## src/rtl/ac_sensor_link_pkg.sv

```systemverilog
// Purpose: shared FSM state encoding and frame constants for the sensor link.
// Latency: n/a (definitions only).
// Backpressure: n/a.
package ac_sensor_link_pkg;

    typedef enum logic [2:0] {
        ST_IDLE     = 3'd0,
        ST_WAIT     = 3'd1,
        ST_CS_SETUP = 3'd2,
        ST_SHIFT    = 3'd3,
        ST_CS_HOLD  = 3'd4,
        ST_UPDATE   = 3'd5
    } state_t;

    // Every frame opens with a fixed marker bit, so a silent bus (all zeros)
    // can never be mistaken for a valid reading.
    localparam logic MARKER = 1'b1;

    // Frame = marker + data + parity.
    localparam int FRAME_OVERHEAD = 2;

endpackage

```

## src/rtl/ac_sclk_gen.sv

```systemverilog
// Purpose: half-period timer and serial-clock generator for the sensor bus.
// Latency: strobes are combinational from the count; sclk_o is registered.
// Backpressure: none; runs freely whenever run_i is high, idles cleared otherwise.
//
// Ports:
//   clk_i, rst_n_i  clock / async active-low reset
//   run_i           count half-periods; counter held at 0 while low
//   toggle_i        let sclk toggle on half-period boundaries; sclk held low while low
//   sclk_o          serial clock level
//   rise_o, fall_o  sclk_o goes high / low at the next clock edge
//   half_done_o     last cycle of the current half-period
module ac_sclk_gen #(
    parameter int CLK_DIV = 50
) (
    input  logic clk_i,
    input  logic rst_n_i,
    input  logic run_i,
    input  logic toggle_i,
    output logic sclk_o,
    output logic rise_o,
    output logic fall_o,
    output logic half_done_o
);

    localparam int CW = (CLK_DIV > 1) ? $clog2(CLK_DIV) : 1;

    logic [CW-1:0] cnt_q, cnt_d;
    logic          sclk_q, sclk_d;

    assign half_done_o = run_i && (cnt_q == CW'(CLK_DIV - 1));
    assign rise_o      = half_done_o && toggle_i && !sclk_q;
    assign fall_o      = half_done_o && toggle_i &&  sclk_q;
    assign sclk_o      = sclk_q;

    always_comb begin
        cnt_d  = cnt_q;
        sclk_d = sclk_q;
        if (!run_i) begin
            cnt_d = '0;
        end else if (half_done_o) begin
            cnt_d = '0;
        end else begin
            cnt_d = cnt_q + CW'(1);
        end
        if (!run_i || !toggle_i) begin
            sclk_d = 1'b0;
        end else if (half_done_o) begin
            sclk_d = !sclk_q;
        end
    end

    always_ff @(posedge clk_i or negedge rst_n_i) begin
        if (!rst_n_i) begin
            cnt_q  <= '0;
            sclk_q <= 1'b0;
        end else begin
            cnt_q  <= cnt_d;
            sclk_q <= sclk_d;
        end
    end

endmodule

```

## src/rtl/ac_sensor_link.sv

```systemverilog
// Purpose: polls two temperature sensors over a shared 3-wire bus, publishes checked 6-bit readings.
// Latency: one poll = 36*CLK_DIV cycles of bus activity, results + valid_o in the following cycle.
// Backpressure: none; consumers may sample s1_o/s2_o at any time, valid_o is a 1-cycle strobe.
//
// Ports:
//   clk_i, rst_n_i       clock / async active-low reset
//   enable_i             polling enable (looked at only between polls)
//   sdo_i                shared sensor data, sampled when sclk_o rises
//   sclk_o               serial clock, idles low
//   cs1_n_o, cs2_n_o     per-sensor chip selects, active low, never both low
//   s1_o, s2_o           last good reading per sensor
//   valid_o, err_ch_o    poll-complete strobe and per-channel frame error
//   busy_o               high from poll start through the valid_o cycle
module ac_sensor_link
    import ac_sensor_link_pkg::*;
#(
    parameter int DATA_W        = 6,
    parameter int CLK_DIV       = 50,
    parameter int SAMPLE_PERIOD = 100000
) (
    input  logic              clk_i,
    input  logic              rst_n_i,
    input  logic              enable_i,
    input  logic              sdo_i,
    output logic              sclk_o,
    output logic              cs1_n_o,
    output logic              cs2_n_o,
    output logic [DATA_W-1:0] s1_o,
    output logic [DATA_W-1:0] s2_o,
    output logic              valid_o,
    output logic [1:0]        err_ch_o,
    output logic              busy_o
);

    localparam int FRAME_BITS = DATA_W + FRAME_OVERHEAD;
    localparam int BW         = $clog2(FRAME_BITS);
    localparam int PW         = $clog2(SAMPLE_PERIOD);

    state_t                  state_q, state_d;
    logic                    chan_q, chan_d;        // 0 = sensor 1, 1 = sensor 2
    logic [PW-1:0]           per_q, per_d;
    logic [BW-1:0]           bit_cnt_q, bit_cnt_d;
    logic [FRAME_BITS-1:0]   shreg_q, frame1_q;
    logic [DATA_W-1:0]       s1_q, s1_d, s2_q, s2_d;
    logic [1:0]              err_q, err_d;
    logic                    valid_q, valid_d;
    logic                    busy_q, busy_d;
    logic                    cs1_n_q, cs1_n_d, cs2_n_q, cs2_n_d;

    logic                    run, toggle;
    logic                    sclk_rise, sclk_fall, half_done;
    logic                    ok1, ok2;

    assign run    = (state_q == ST_CS_SETUP) || (state_q == ST_SHIFT) || (state_q == ST_CS_HOLD);
    assign toggle = (state_q == ST_SHIFT);

    ac_sclk_gen #(
        .CLK_DIV (CLK_DIV)
    ) u_sclk_gen (
        .clk_i       (clk_i),
        .rst_n_i     (rst_n_i),
        .run_i       (run),
        .toggle_i    (toggle),
        .sclk_o      (sclk_o),
        .rise_o      (sclk_rise),
        .fall_o      (sclk_fall),
        .half_done_o (half_done)
    );

    // Marker present and even parity over data+parity.
    function automatic logic frame_good(input logic [FRAME_BITS-1:0] f);
        return (f[FRAME_BITS-1] == MARKER) && ((^f[FRAME_BITS-2:0]) == 1'b0);
    endfunction

    assign ok1 = frame_good(frame1_q);
    assign ok2 = frame_good(shreg_q);

    // Next-state / control
    always_comb begin
        state_d = state_q;
        chan_d  = chan_q;
        per_d   = per_q + PW'(1);
        unique case (state_q)
            ST_IDLE: begin
                per_d = '0;
                if (enable_i) begin
                    state_d = ST_CS_SETUP;
                    chan_d  = 1'b0;
                end
            end
            ST_WAIT: begin
                if (!enable_i) begin
                    state_d = ST_IDLE;
                    per_d   = '0;
                end else if (per_q == PW'(SAMPLE_PERIOD - 1)) begin
                    // Reload on start keeps poll starts exactly SAMPLE_PERIOD apart.
                    state_d = ST_CS_SETUP;
                    chan_d  = 1'b0;
                    per_d   = '0;
                end
            end
            ST_CS_SETUP: begin
                if (half_done) state_d = ST_SHIFT;
            end
            ST_SHIFT: begin
                // The last falling edge ends the frame with sclk back low.
                if (sclk_fall && (bit_cnt_q == BW'(FRAME_BITS - 1))) state_d = ST_CS_HOLD;
            end
            ST_CS_HOLD: begin
                if (half_done) begin
                    if (!chan_q) begin
                        chan_d  = 1'b1;
                        state_d = ST_CS_SETUP;
                    end else begin
                        state_d = ST_UPDATE;
                    end
                end
            end
            ST_UPDATE: begin
                if (enable_i) begin
                    state_d = ST_WAIT;
                end else begin
                    state_d = ST_IDLE;
                    per_d   = '0;
                end
            end
            default: begin
                state_d = ST_IDLE;
                per_d   = '0;
            end
        endcase
    end

    // Bit counter and registered outputs, derived from the next state so
    // the bus pins and status flags are glitch-free flop outputs.
    always_comb begin
        bit_cnt_d = '0;
        if (state_q == ST_SHIFT) begin
            bit_cnt_d = sclk_fall ? bit_cnt_q + BW'(1) : bit_cnt_q;
        end

        cs1_n_d = !(((state_d == ST_CS_SETUP) || (state_d == ST_SHIFT)) && !chan_d);
        cs2_n_d = !(((state_d == ST_CS_SETUP) || (state_d == ST_SHIFT)) &&  chan_d);
        busy_d  = (state_d == ST_CS_SETUP) || (state_d == ST_SHIFT) ||
                  (state_d == ST_CS_HOLD)  || (state_d == ST_UPDATE);
        valid_d = (state_d == ST_UPDATE);

        s1_d  = s1_q;
        s2_d  = s2_q;
        err_d = err_q;
        // Entering UPDATE: sensor 2's frame is still in the shift register,
        // sensor 1's was parked in frame1_q. Errored channels keep old data.
        if ((state_q == ST_CS_HOLD) && (state_d == ST_UPDATE)) begin
            err_d = {!ok2, !ok1};
            if (ok1) s1_d = frame1_q[DATA_W:1];
            if (ok2) s2_d = shreg_q[DATA_W:1];
        end
    end

    always_ff @(posedge clk_i or negedge rst_n_i) begin
        if (!rst_n_i) begin
            state_q   <= ST_IDLE;
            chan_q    <= 1'b0;
            per_q     <= '0;
            bit_cnt_q <= '0;
            shreg_q   <= '0;
            frame1_q  <= '0;
            s1_q      <= '0;
            s2_q      <= '0;
            err_q     <= '0;
            valid_q   <= 1'b0;
            busy_q    <= 1'b0;
            cs1_n_q   <= 1'b1;
            cs2_n_q   <= 1'b1;
        end else begin
            state_q   <= state_d;
            chan_q    <= chan_d;
            per_q     <= per_d;
            bit_cnt_q <= bit_cnt_d;
            if (sclk_rise) shreg_q <= {shreg_q[FRAME_BITS-2:0], sdo_i};
            if ((state_q == ST_CS_HOLD) && !chan_q) frame1_q <= shreg_q;
            s1_q      <= s1_d;
            s2_q      <= s2_d;
            err_q     <= err_d;
            valid_q   <= valid_d;
            busy_q    <= busy_d;
            cs1_n_q   <= cs1_n_d;
            cs2_n_q   <= cs2_n_d;
        end
    end

    assign cs1_n_o  = cs1_n_q;
    assign cs2_n_o  = cs2_n_q;
    assign s1_o     = s1_q;
    assign s2_o     = s2_q;
    assign err_ch_o = err_q;
    assign valid_o  = valid_q;
    assign busy_o   = busy_q;

endmodule
```

## config.mk

```make
export PLATFORM = sky130hd
export DESIGN_NAME = ac_sensor_link
export DESIGN_NICKNAME = d
export VERILOG_FILES = /design/src/rtl/ac_sensor_link_pkg.sv /design/src/rtl/ac_sclk_gen.sv /design/src/rtl/ac_sensor_link.sv
export SDC_FILE = /design/constraint.sdc
export NUM_CORES = 1
export LEC_CHECK = 0
export CORE_MARGIN = 2
export CORE_UTILIZATION = 58
export DETAILED_ROUTE_END_ITERATION = 12
export HOLD_SLACK_MARGIN = 0.06
export PLACE_DENSITY = 0.82
export SYNTH_ARGS = -nofsm -noshare
export SYNTH_HDL_FRONTEND = slang
export SYNTH_HIERARCHICAL = 1
export SYNTH_SLANG_ARGS = --single-unit
```

## constraint.sdc

```tcl
create_clock -name clk_i -period 2.57 [get_ports clk_i]
set_input_delay 0.514 -clock clk_i [delete_from_list [all_inputs] [get_ports clk_i]]
set_output_delay 0.514 -clock clk_i [all_outputs]
set_load 0.1 [all_outputs]
```

; Word-level counts from Yosys, hierarchy flattened
; Cells that the tools add are included.
[totals]
reg_bits = 65
output_inout_bits = 19
elab_cells = 90
[op_classes]
add_sub_neg = 3
n_eq_ne = 13
mux = 24
bitwise = 2
n_reduce_logical = 33
[ops]
columns = cell, n
row1 = 2-to-1 mux 17 bit, 3
row2 = case mux 17 bit (3 select lines), 1
row3 = 2-to-1 mux 3 bit, 9
row4 = case mux 3 bit (6 select lines), 1
row5 = "adder 17 x 1 -> 17 bit, second input constant", 1
row6 = "equality test 17 bit, second input constant", 1
row7 = "equality test 3 bit, second input constant", 5
row8 = XOR reduction 7 bit, 2
row9 = "equality test 3 x 2 -> 1 bit, second input constant", 4
row10 = 2-to-1 mux 6 bit, 2
row11 = logical AND 1 bit, 11
row12 = zero test 1 bit, 9
row13 = 2-to-1 mux 1 bit, 7
row14 = "adder 6 x 1 -> 6 bit, second input constant", 1
row15 = "equality test 6 bit, second input constant", 1
row16 = logical OR 1 bit, 6
row17 = AND reduction 2 bit, 2
row18 = "adder 3 x 1 -> 3 bit, second input constant", 1
row19 = "equality test 3 x 1 -> 1 bit, second input constant", 1
row20 = zero test 3 bit, 1
row21 = case mux 1 bit (3 select lines), 1
row22 = OR reduction 3 bit, 1
row23 = "inequality test 2 bit, second input constant", 1
row24 = NOT 1 bit, 2
row25 = nonzero test 2 bit, 1

; Depth between registers and ports, before layout
; Gate-level depths: netlist (run 1).
[depth]
word_depth = 13
ltp_mapped = 10
depth_no_buf = 8

; Modules after synthesis
; Netlist (run 1), hierarchy kept.
[modules_own_cells]
columns = module, instances, cells_per_inst, area_per_inst_um2
row1 = ac_sensor_link, 1, 208, 2687.6
row2 = ac_sclk_gen, 1, 33, 349.1

; Worst setup path before layout (run 1)
; No wires, ideal clock.
[synth_timing]
path_type = reg-to-reg
startpoint = register state_q[1]
endpoint = register s1_q[0], in the netlist s1_o[0]
t_arrival_ns = 2.097
slack_ns = 0.347
stages_incl_launch_ff = 10
path_buffers = 2
path_cell_list = dfrtp_1 -> nand2b_1 -> or2_2 -> nand2_1 -> and2_1 -> and3_1 -> buf_2 -> and3_1 -> buf_2 -> mux2_2
[synth_between]
elab_chain_len = 12
[synth_lines]
columns = element, line
row1 = start: declaration, ac_sensor_link.sv:39  ; state_t state_q, state_d;
row2 = start signal: assignment, ac_sensor_link.sv:176  ; state_q <= state_d;
row3 = equality test 3 x 2 -> 1 bit, ac_sensor_link.sv:54  ; assign run = (state_q == ST_CS_SETUP) || (state_q == ST_SHIFT) || (state_q == ST_CS_HOLD);
row4 = logical OR 1 bit, ac_sensor_link.sv:54
row5 = logical OR 1 bit (*), ac_sensor_link.sv:54
row6 = named net run, ac_sensor_link.sv:50  ; logic run, toggle;
row7 = logical AND 1 bit (*), ac_sclk_gen.sv:30  ; assign half_done_o = run_i && (cnt_q == CW'(CLK_DIV - 1));
row8 = named net half_done, ac_sensor_link.sv:51  ; logic sclk_rise, sclk_fall, half_done;
row9 = logical AND 1 bit (2 in series), ac_sclk_gen.sv:32  ; assign fall_o = half_done_o && toggle_i && sclk_q;
row10 = logical AND 1 bit, ac_sensor_link.sv:107  ; if (sclk_fall && (bit_cnt_q == BW'(FRAME_BITS - 1))) state_d = ST_CS_HOLD;
row11 = 2-to-1 mux 3 bit, ac_sensor_link.sv:107
row12 = case mux 3 bit (6 select lines) (*), ac_sensor_link.sv:83  ; unique case (state_q)
row13 = equality test 3 bit (*), n/a
row14 = named net valid_d, ac_sensor_link.sv:46  ; logic valid_q, valid_d;
row15 = logical AND 1 bit (*), ac_sensor_link.sv:153  ; if ((state_q == ST_CS_HOLD) && (state_d == ST_UPDATE)) begin
row16 = AND reduction 2 bit (no source line) (*), n/a
row17 = end signal: assignment, ac_sensor_link.sv:168  ; s1_q <= '0;
row18 = end signal: assignment, ac_sensor_link.sv:182  ; s1_q <= s1_d;
row19 = end: declaration, ac_sensor_link.sv:44  ; logic [DATA_W-1:0] s1_q, s1_d, s2_q, s2_d;
; The timed path passes the listed nets; every way through them passes the cells marked *.
; A chain may end at the register's enable or synchronous reset.

; Worst setup path in the final report (run 1)
[layout_timing]
startpoint = register state_q[1]
endpoint = register s2_q[4], in the netlist s2_o[4]
[layout_between]
elab_chain_len = 12
[layout_lines]
columns = element, line
row1 = equality test 3 x 2 -> 1 bit, ac_sensor_link.sv:54
row2 = logical OR 1 bit, ac_sensor_link.sv:54
row3 = logical OR 1 bit (*), ac_sensor_link.sv:54
row4 = named net run, ac_sensor_link.sv:50
row5 = logical AND 1 bit (*), ac_sclk_gen.sv:30
row6 = named net half_done, ac_sensor_link.sv:51
row7 = logical AND 1 bit (2 in series), ac_sclk_gen.sv:32
row8 = logical AND 1 bit, ac_sensor_link.sv:107
row9 = 2-to-1 mux 3 bit, ac_sensor_link.sv:107
row10 = case mux 3 bit (6 select lines) (*), ac_sensor_link.sv:83
row11 = equality test 3 bit (*), ac_sensor_link.sv:153
row12 = logical AND 1 bit (*), ac_sensor_link.sv:153
row13 = AND reduction 2 bit (no source line) (*), n/a
row14 = end signal: assignment, ac_sensor_link.sv:169  ; s2_q <= '0;
row15 = end signal: assignment, ac_sensor_link.sv:183  ; s2_q <= s2_d;
row16 = end: declaration, ac_sensor_link.sv:44
; Marked as above.

==> flow_summary.yaml, run 1 <==
run_status:
  outcome: "finished clean"
die:
  initial_core_util_pct: 59.8
  die_area_um2: 5830
  die_w_um: 76.4
  num_rows: 26
  io_pins: 23
  fp.dieH_um: 76.4
  core_um2: 5070
clock_network:
  cts_root_buf: "clkbuf_8"
  cts_htree_levels: 3
  cts.sinks: 65
  hold_buffers: 0
  clk_pin_slew_worst_paths_ps: 80
  clock_latency_ps: 340
  cts_buffer_depth: 2
  cts_tree: "done"
  cts_made_buffers: 9
logic_synthesis:
  synth_fp_nets: 250
  synthesis.area_um2: 3040
  yosysSeqAreaShare_pct: 53.6
  syn-instance-count: 241
  synth-seq-cells: 65
  synthDistinctLibCells: 44
  ys_top_cells_by_area: "dfrtp_1 (52%), mux2_2 (8.2%), nor2_1 (3.5%), xor2_1 (3.2%), mux2_4 (3.0%)"
  ys.flop_type: "dfrtp_1"
  syn_area_per_cell_um2: 12.6
  synth_edf_count: 0
  synth_top_area_share_pct: 51.9
  yosys.area.top_type: "dfrtp_1"
  yosysWarnings: 6
  synthArstFlopShare_pct: 100
job:
  max_cap_viol_count: 0
finish:
  final_cell_mix: "dfrtp_1 (63), nor2_1 (28), buf_4 (25)"
  n_antenna_cell: 0
  drive_gt1_share_pct: 30.7
  fin_util_pct: 69.1
  final_common_cell: "dfrtp_1"
  area_growth_syn_to_layout_pct: 15.4
  final_nets: 281
detailed_routing:
  ant_nets: 0
  vias_per_cell: 5.40
  wire_per_inst_um: 15.0
  first_pass_iters: 4
  drcViolationCount: 0
  vias: 1873
  drtIter0Drc: 59
  wirelength_um: 5210
sta:
  finalSetupViolations: 0
  maxSlewViolCount: 0
  setup_tns_ps: 0
  fmax_mhz: 419
  fin_worst_skew_ps: 11.6
  finalHoldViolCount: 0
  period_needed_ps: 2390
  post-route-period-util_pct: 93.0
  slew_headroom_pct: 53.7
  rsz0062_at_grt: "false"
  worst_pin_slew_ps: 689
power:
  p_leak_nw: 1.69
  peakVddDrop_mv: 0.607
  p_per_area_nw_per_um2: 665
critical_path:
  reg2regPathDepth: 7
  worstSetupStartpointType: "flip-flop"
  r2r_end: "s2_o[4]"
  r2r_start: "state_q[1]"
  endpoint_kind: "flip-flop"
  cp_max_fo: 7
  required_ps: 2800
  critical_path_class: "reg -> reg"
  worstPathArrival_ps: 2610
  reg2reg_slack_ps: 180
grt:
  grt_pass1_wl_um: 9230
  grt_overflow: 0
  grt_usage_pct: 20.6
  grt_antenna_before_repair: 0
  grt_pass1_vias: 1939
  grt_max_degree: 27
min_path:
  min_path_type: "in -> async"
placed_design:
  port_buffers: 22
  hpwl_um: 3730
  place_congestion: 0.851
## layer usage
layer	up-vias	track usage, %	share of wire (%)
li1	910	-	-
met1	925	26.3	46
met2	31	31.7	48
met3	7	7.35	4.1
met4	0	9.82	1.5
met5	-	0	0
## power by group
group          leakage, nW  internal [mW]  switching [mW]
clock network        0.106          0.505           0.396
registers            0.878           1.10          0.0805
logic                0.706         0.0965           0.153
total                 1.69           1.70           0.630
## logic make-up (layout without fill, tap and decap cells)
group,count (synthesis),in the layout,synth area share (%)
adder cells (fa/ha/maj),5,5,2.06
XOR/XNOR,25,25,9.02
flip-flops,65,65,53.6
AND/OR/NAND/NOR,86,86,16.4
buffers and inverters,11,47,2.02
multiplexers,31,31,12.1
AO/OA/AOI/OAI,18,18,4.74
## worst max-delay path: stages, from the launching register on
cell and delay [ps]:
dfrtp_1 480, nand2b_1 200, or2_2 320, nand2_1 170, and2_1 230, and3_1 210
and3_2 340, mux2_4 330
## synth_stat cells, types with 3 or more instances
library cell	count
nor2_1	28
xnor3_1	4
nand2_1	8
a21oi_1	8
xor2_1	11
nor2b_1	4
or3_1	5
inv_1	3
mux2_2	22
nand4_1	3
buf_2	4
mux2_4	6
and3_1	5
and4_1	4
dfrtp_1	63
xnor2_1	10
and2_1	3
mux2i_1	3
ha_1	5
nand3_1	9
o21ai_0	3
## through the flow
| stage | cells | setup WS, ps | hold WS, ps | total power [mW] | instance area, um2 |
|---|---|---|---|---|---|
| after floorplan | 241 | 347 | 218 | 1.38 | 3040 |
| after global placement | 331 | 234 | 475 | 1.44 | 3290 |
| after detailed placement | 331 | 154 | 478 | 1.45 | 3290 |
| after CTS | 347 | 106 | 160 | 2.36 | 3500 |
| after global routing | 347 | 42.0 | 191 | 2.47 | 3500 |
| final | 347 | 181 | 153 | 2.33 | 3500 |
## flip-flops by register name, summed over array words and instances, names as in the netlist
signal,cells
bit_cnt_q,3
busy_o,1
chan_q,1
cs1_n_o,1
cs2_n_o,1
err_ch_o,2
frame1_q,8
per_q,17
s1_o,6
s2_o,6
shreg_q,8
state_q,3
u_sclk_gen/cnt_q,6
u_sclk_gen/sclk_o,1
valid_o,1
## worst max-delay path by stage
stage / start / end / slack [ps] / cells past startpoint
finish: state_q[1] / s2_o[4] / 180 / 7
global route: state_q[1] / state_q[0] / 40 / 7
CTS: state_q[1] / s2_o[1] / 110 / 7
detailed placement: state_q[1] / s2_o[2] / 150 / 7
global placement: state_q[1] / s2_o[5] / 230 / 7
floorplan: state_q[1] / s1_o[0] / 350 / 9
## repair_timing
action	CTS	global route
resized for setup	0	2
endpoints found under the setup margin	0	12
setup buffers	0	0
## final cells by class
type                    instances  area [um2]
flip-flops and latches         65        1630
fillers                       388        1570
multi-input cells             165        1350
repair buffers                 28         213
clock buffers                  11         151
well taps                      70        87.6
clock inverters                 5        63.8
inverters                       3        11.3
Power figures use the tool's default switching activity.
==> inputs of run 2 (changes only) <==
--- a/config.mk
+++ b/config.mk
@@ -5,6 +5,7 @@
 export SDC_FILE = /design/constraint.sdc
 export NUM_CORES = 1
 export LEC_CHECK = 0
+export ABC_CLOCK_PERIOD_IN_PS = 2570
 export CORE_MARGIN = 2
 export CORE_UTILIZATION = 58
 export DETAILED_ROUTE_END_ITERATION = 12
==> results of run 2 <==
No change in the layout: final DEF, timing and power equal those of run 1.
==> inputs of run 3 (changes only) <==
--- a/config.mk
+++ b/config.mk
@@ -7,10 +7,10 @@
 export LEC_CHECK = 0
 export ABC_CLOCK_PERIOD_IN_PS = 2570
 export CORE_MARGIN = 2
-export CORE_UTILIZATION = 58
+export CORE_UTILIZATION = 30
 export DETAILED_ROUTE_END_ITERATION = 12
 export HOLD_SLACK_MARGIN = 0.06
-export PLACE_DENSITY = 0.82
+export PLACE_DENSITY = 0.5
 export SYNTH_ARGS = -nofsm -noshare
 export SYNTH_HDL_FRONTEND = slang
 export SYNTH_HIERARCHICAL = 1
==> flow_summary.yaml, run 3 (synthesis gave the netlist of run 1 again) <==
grt:
  grt_antenna_before_repair: 0
  grt_overflow: 0
  grt_pass1_wl_um: 9820
  grt_max_degree: 42
  grt_usage_pct: 11.4
  grt_pass1_vias: 1972
detailed_routing:
  drtIter0Drc: 49
  vias: 1898
  ant_nets: 0
  first_pass_iters: 4
  vias_per_cell: 4.63
  wire_per_inst_um: 13.9
  wirelength_um: 5710
  drcViolationCount: 0
die:
  num_rows: 36
  core_um2: 9820
  die_area_um2: 10900
  die_w_um: 105
  io_pins: 23
  fp.dieH_um: 105
  initial_core_util_pct: 30.9
finish:
  multi_input_area_um2: 1350
  num-fill-cells: 1009
  reg_top3: "per_q (17), frame1_q (8), shreg_q (8)"
  largest_reg_flops: 17
  final_nets: 282
  finalNonFillerCells: 410
  final_cell_mix: "dfrtp_1 (63), nor2_1 (28), buf_4 (25)"
  fin_area_um2: 3580
  drive_gt1_share_pct: 30.0
  n_antenna_cell: 0
  area_growth_syn_to_layout_pct: 18.0
  final_common_cell: "dfrtp_1"
  seqCellArea_um2: 1630
  regMostFlops: "per_q"
sta:
  period_needed_ps: 2350
  worst_slack_ps: 219
  maxSlewViolCount: 0
  rsz0062_at_grt: "false"
  fmax_mhz: 425
  finalSetupViolations: 0
  finalHoldViolCount: 0
  slew_headroom_pct: 52.2
  post-route-period-util_pct: 91.5
  fin_worst_skew_ps: 7.64
  worst_pin_slew_ps: 710
  whs_ps: 193
  setup_tns_ps: 0
clock_network:
  ctsResizeCount: 0
  cts_htree_levels: 3
  hold_buffers: 0
  cts.sinks: 65
  cts_buffer_depth: 2
  clock_latency_ps: 330
  cts_setup_buffers: 0
  clk_pin_slew_worst_paths_ps: 70
  cts_root_buf: "clkbuf_8"
  cts_tree: "done"
  cts_made_buffers: 9
placed_design:
  hpwl_um: 3960
  place_congestion: 0.806
  dp_slack_ps: 140
  postPlaceCellArea_um2: 3390
  place_inst: 395
  port_buffers: 22
critical_path:
  required_ps: 2790
  r2r_start: "state_q[2]"
  reg2reg_slack_ps: 220
  cp_max_fo: 7
  critical_path_class: "reg -> reg"
  worstSetupStartpointType: "flip-flop"
  worstPathArrival_ps: 2570
  reg2regPathDepth: 7
  r2r_end: "s1_o[4]"
  endpoint_kind: "flip-flop"
power:
  peakVddDrop_mv: 0.305
  p_leak_nw: 1.70
  p_per_area_nw_per_um2: 643
run_status:
  outcome: "finished clean"
min_path:
  min_path_type: "in -> async"
job:
  max_cap_viol_count: 0
==> run 3: changes by cell type in the layout (fill, tap and decap cells not counted) <==
cell / previous run / this run
clkinvlp_4: 1 / 0
buf_12: 0 / 1
and3_2: 2 / 1
clkinv_4: 3 / 0
clkinv_2: 0 / 2
and3_1: 3 / 4
clkbuf_1: 0 / 1
==> run 3: worst max-delay path by stage <==
stage	start	endpoint	slack (ps)	cells past startpoint
finish	state_q[2]	s1_o[4]	220	7
CTS	state_q[2]	s2_o[0]	120	7
detailed placement	state_q[2]	s2_o[0]	140	7
global route	state_q[2]	s1_o[1]	40	7
floorplan	state_q[1]	s1_o[0]	350	9
global placement	state_q[2]	s2_o[2]	260	7
==> run 3: per-layer routing <==
| metal | GRT usage [%] | wire length (um) | part of all wire [%] |
|---|---|---|---|
| met5 | 0 | 0 | 0 |
| met4 | 4.29 | 71 | 1.2 |
| met3 | 4.24 | 214 | 3.7 |
| met2 | 17.0 | 2590 | 45 |
| met1 | 15.2 | 2830 | 50 |
==> run 3: report_power, final <==
part	switching (mW)	total, mW	internal, mW
combinational	0.157	0.257	0.0998
clock	0.373	0.867	0.493
sequential	0.0811	1.18	1.10
==> run 3: area by class of cell <==
type	count	area share, %
Tap cell	133	4.65
Multi-Input combinational cell	165	37.6
Clock buffer	12	4.33
Clock inverter	3	1.12
Sequential cell	65	45.5
Inverter	3	0.314
Timing Repair Buffer	29	6.50
==> run 3: metrics by stage <==
stage          total power, mW  utilization [%]
2_1_floorplan             1.38                -
3_3_place_gp              1.46             34.5
3_5_place_dp              1.46             34.5
4_1_cts                   2.36             36.5
5_1_grt                   2.44             36.5
6_report                  2.30             36.5
==> run 3: critical path: stages, from the launching register on <==
cell      delay, ps
dfrtp_1         440
nand2b_1         90
or2_2           320
nand2_1         180
and2_1          210
and3_1          240
and3_1          370
mux2_2          380
==> RTL edit (flow settings as in run 3) <==
Set the parameter `DATA_W` to 12 (it was 6).
--- a/src/rtl/ac_sensor_link.sv
+++ b/src/rtl/ac_sensor_link.sv
@@ -15,5 +15,5 @@
     import ac_sensor_link_pkg::*;
 #(
-    parameter int DATA_W        = 6,
+    parameter int DATA_W        = 12,
     parameter int CLK_DIV       = 50,
     parameter int SAMPLE_PERIOD = 100000
Interface: changed (resized s1_o and s2_o); port bits go from 23 to 35. The function was not compared with the original's and may differ.
==> RTL edit against run 3 <==
- power grew 41%
- worst setup slack improved by 0.044 ns
- synthesized area increased by 33%
- combinational power grew 20%
- core utilization is 0.23 points higher
- sequential cell count is 25 higher
- design area up 35%
- routed wire length increased by 28%
- global-route usage fell by 0.24 points
- largest power group unchanged
- worst hold slack got worse by 0.047 ns
==> RTL edit: results (changes against run 3) <==
[layout]
fin_cells = 537  ; was 410
drive_gt1_frac = 0.305  ; was 0.300
reg_top3 = per_q: 17 flops, frame1_q: 14 flops, shreg_q: 14 flops  ; was per_q: 17 flops, frame1_q: 8 flops, shreg_q: 8 flops
layout.nets = 366  ; was 282

[clocking]
cts_root_buffer = clkbuf_16  ; was clkbuf_8

[placement]
placed_cells = 522  ; was 395
place_hpwl_um = 5100  ; was 3960 um
gp_congestion = 0.792  ; was 0.806
port_buffers = 34  ; was 22

[power]
p_int_mw = 2.39  ; was 1.69 mW
leakage_nw = 2.31  ; was 1.70 nW
ir_drop_uv = 267  ; was 305 uV

[global_routing]
grt_pass1_wl_um = 12600  ; was 9820 um
grt_max_degree = 41  ; was 42
first_global_vias = 2415  ; was 1972

[synthesis]
yosys-top-cells-count = dfrtp_1 (88), mux2_2 (37), nor2_1 (34)  ; was dfrtp_1 (63), nor2_1 (28), mux2_2 (22)
ys_seq_area_frac = 0.558  ; was 0.536
synth.net_count = 321  ; was 250
netlist_instances = 312  ; was 241
synth_fa_ha_area_frac = 0.0155  ; was 0.0206
synthMuxAreaShare = 0.156  ; was 0.121
synth_compound_area_frac = 0.0217  ; was 0.0474
synth-xor-area-share = 0.105  ; was 0.0902
yosys-top-cells-area = dfrtp_1 (54%), mux2_2 (10%), xnor2_1 (4.5%), mux2_4 (3.3%), nor2_1 (3.2%)  ; was dfrtp_1 (52%), mux2_2 (8.2%), nor2_1 (3.5%), xor2_1 (3.2%), mux2_4 (3.0%)

[critical_path]
arrival_ns = 2.53  ; was 2.57 ns
crit_fanout = 7  ; unchanged

[route]
vias_per_cell = 4.50  ; was 4.63
drt_wl_total_um = 7340  ; was 5710 um
drt_iter0_drc = 95  ; was 49

[sta]
tightest_slew_ns = 0.704  ; was 0.710 ns
skew_ns = 0.00858  ; was 0.00764 ns

[status]
status = finished clean  ; unchanged

RTL edit: changes by cell type after synthesis, sizes merged, moves of 4 or more:
cell,delta
a21oi,-4
dfrtp,+25
mux2,+24
nand2,+6
nor2,+5
nor3,+4
xnor2,+11
RTL edit: cells by family after synthesis:
| kind of cell | count (synthesis) |
|---|---|
| AOI/OAI and AO/OA | 13 |
| xor gates and xnor gates | 39 |
| adders and majority gates | 5 |
| and+or+nand+nor | 97 |
| buffers and inverters | 15 |
| muxes | 53 |
| DFF | 90 |
RTL edit: final cells by class:
cell class	instances	area, um2
well taps	176	220
flip-flops and latches	90	2250
clock buffers	9	225
inverters	5	18.8
repair buffers	44	348
clock inverters	6	73.8
fillers	1283	8350
multi-input cells	207	1700
RTL edit: path summary, 6_finish.rpt:
| kind | endpoint | slack, ns | startpoint | cells after the start |
|---|---|---|---|---|
| setup / recovery | s2_o[10]$_DFFE_PN0P_ | 0.26 | state_q[0]$_DFF_PN0_ | 7 |
| max in group asynchronous | cs1_n_o$_DFF_PN1_ | 1.67 | rst_n_i | 2 |
| hold reg to reg | s1_o[8]$_DFFE_PN0P_ | 0.49 | s1_o[8]$_DFFE_PN0P_ | 1 |
| hold / removal | s1_o[7]$_DFFE_PN0P_ | 0.15 | rst_n_i | 1 |
| min in group clk_i | s1_o[8]$_DFFE_PN0P_ | 0.49 | s1_o[8]$_DFFE_PN0P_ | 1 |
| setup reg to reg | s2_o[10]$_DFFE_PN0P_ | 0.26 | state_q[0]$_DFF_PN0_ | 7 |
RTL edit: routing by layer:
metal / routed length, um / track usage / vias up
met4: 124 / 0.0441 / 0
li1: - / - / 1162
met1: 3570 / 0.150 / 1200
met5: 0 / 0 / -
met3: 248 / 0.0304 / 9
met2: 3390 / 0.172 / 45
RTL edit: through the flow:
| step | hold slack, ns | setup WS, ns | utilization | cell area [um2] | total power, mW |
|---|---|---|---|---|---|
| after floorplan | 0.218 | 0.238 | - | 4040 | 1.84 |
| after global placement | 0.469 | 0.327 | 0.344 | 4540 | 1.94 |
| after detailed placement | 0.478 | 0.224 | 0.344 | 4540 | 1.94 |
| after CTS | 0.161 | 0.229 | 0.367 | 4840 | 3.29 |
| after global routing | 0.183 | 0.0282 | 0.367 | 4840 | 3.43 |
| final | 0.146 | 0.263 | 0.367 | 4840 | 3.25 |
RTL edit: power groups by stage:
stage               sequential [mW]  clock [mW]  combinational [mW]
floorplan                      1.66           0               0.172
global placement               1.63           0               0.305
detailed placement             1.63           0               0.310
CTS                            1.61        1.37               0.314
global route                   1.62        1.44               0.361
finish                         1.61        1.34               0.308
RTL edit: worst max-delay path, stage by stage, from the launching register on:
cell	delay [ns]
dfrtp_1	0.44
nand2b_1	0.22
o21ai_0	0.22
and2_1	0.21
and3_1	0.26
and3_1	0.31
buf_4	0.21
mux2_4	0.31
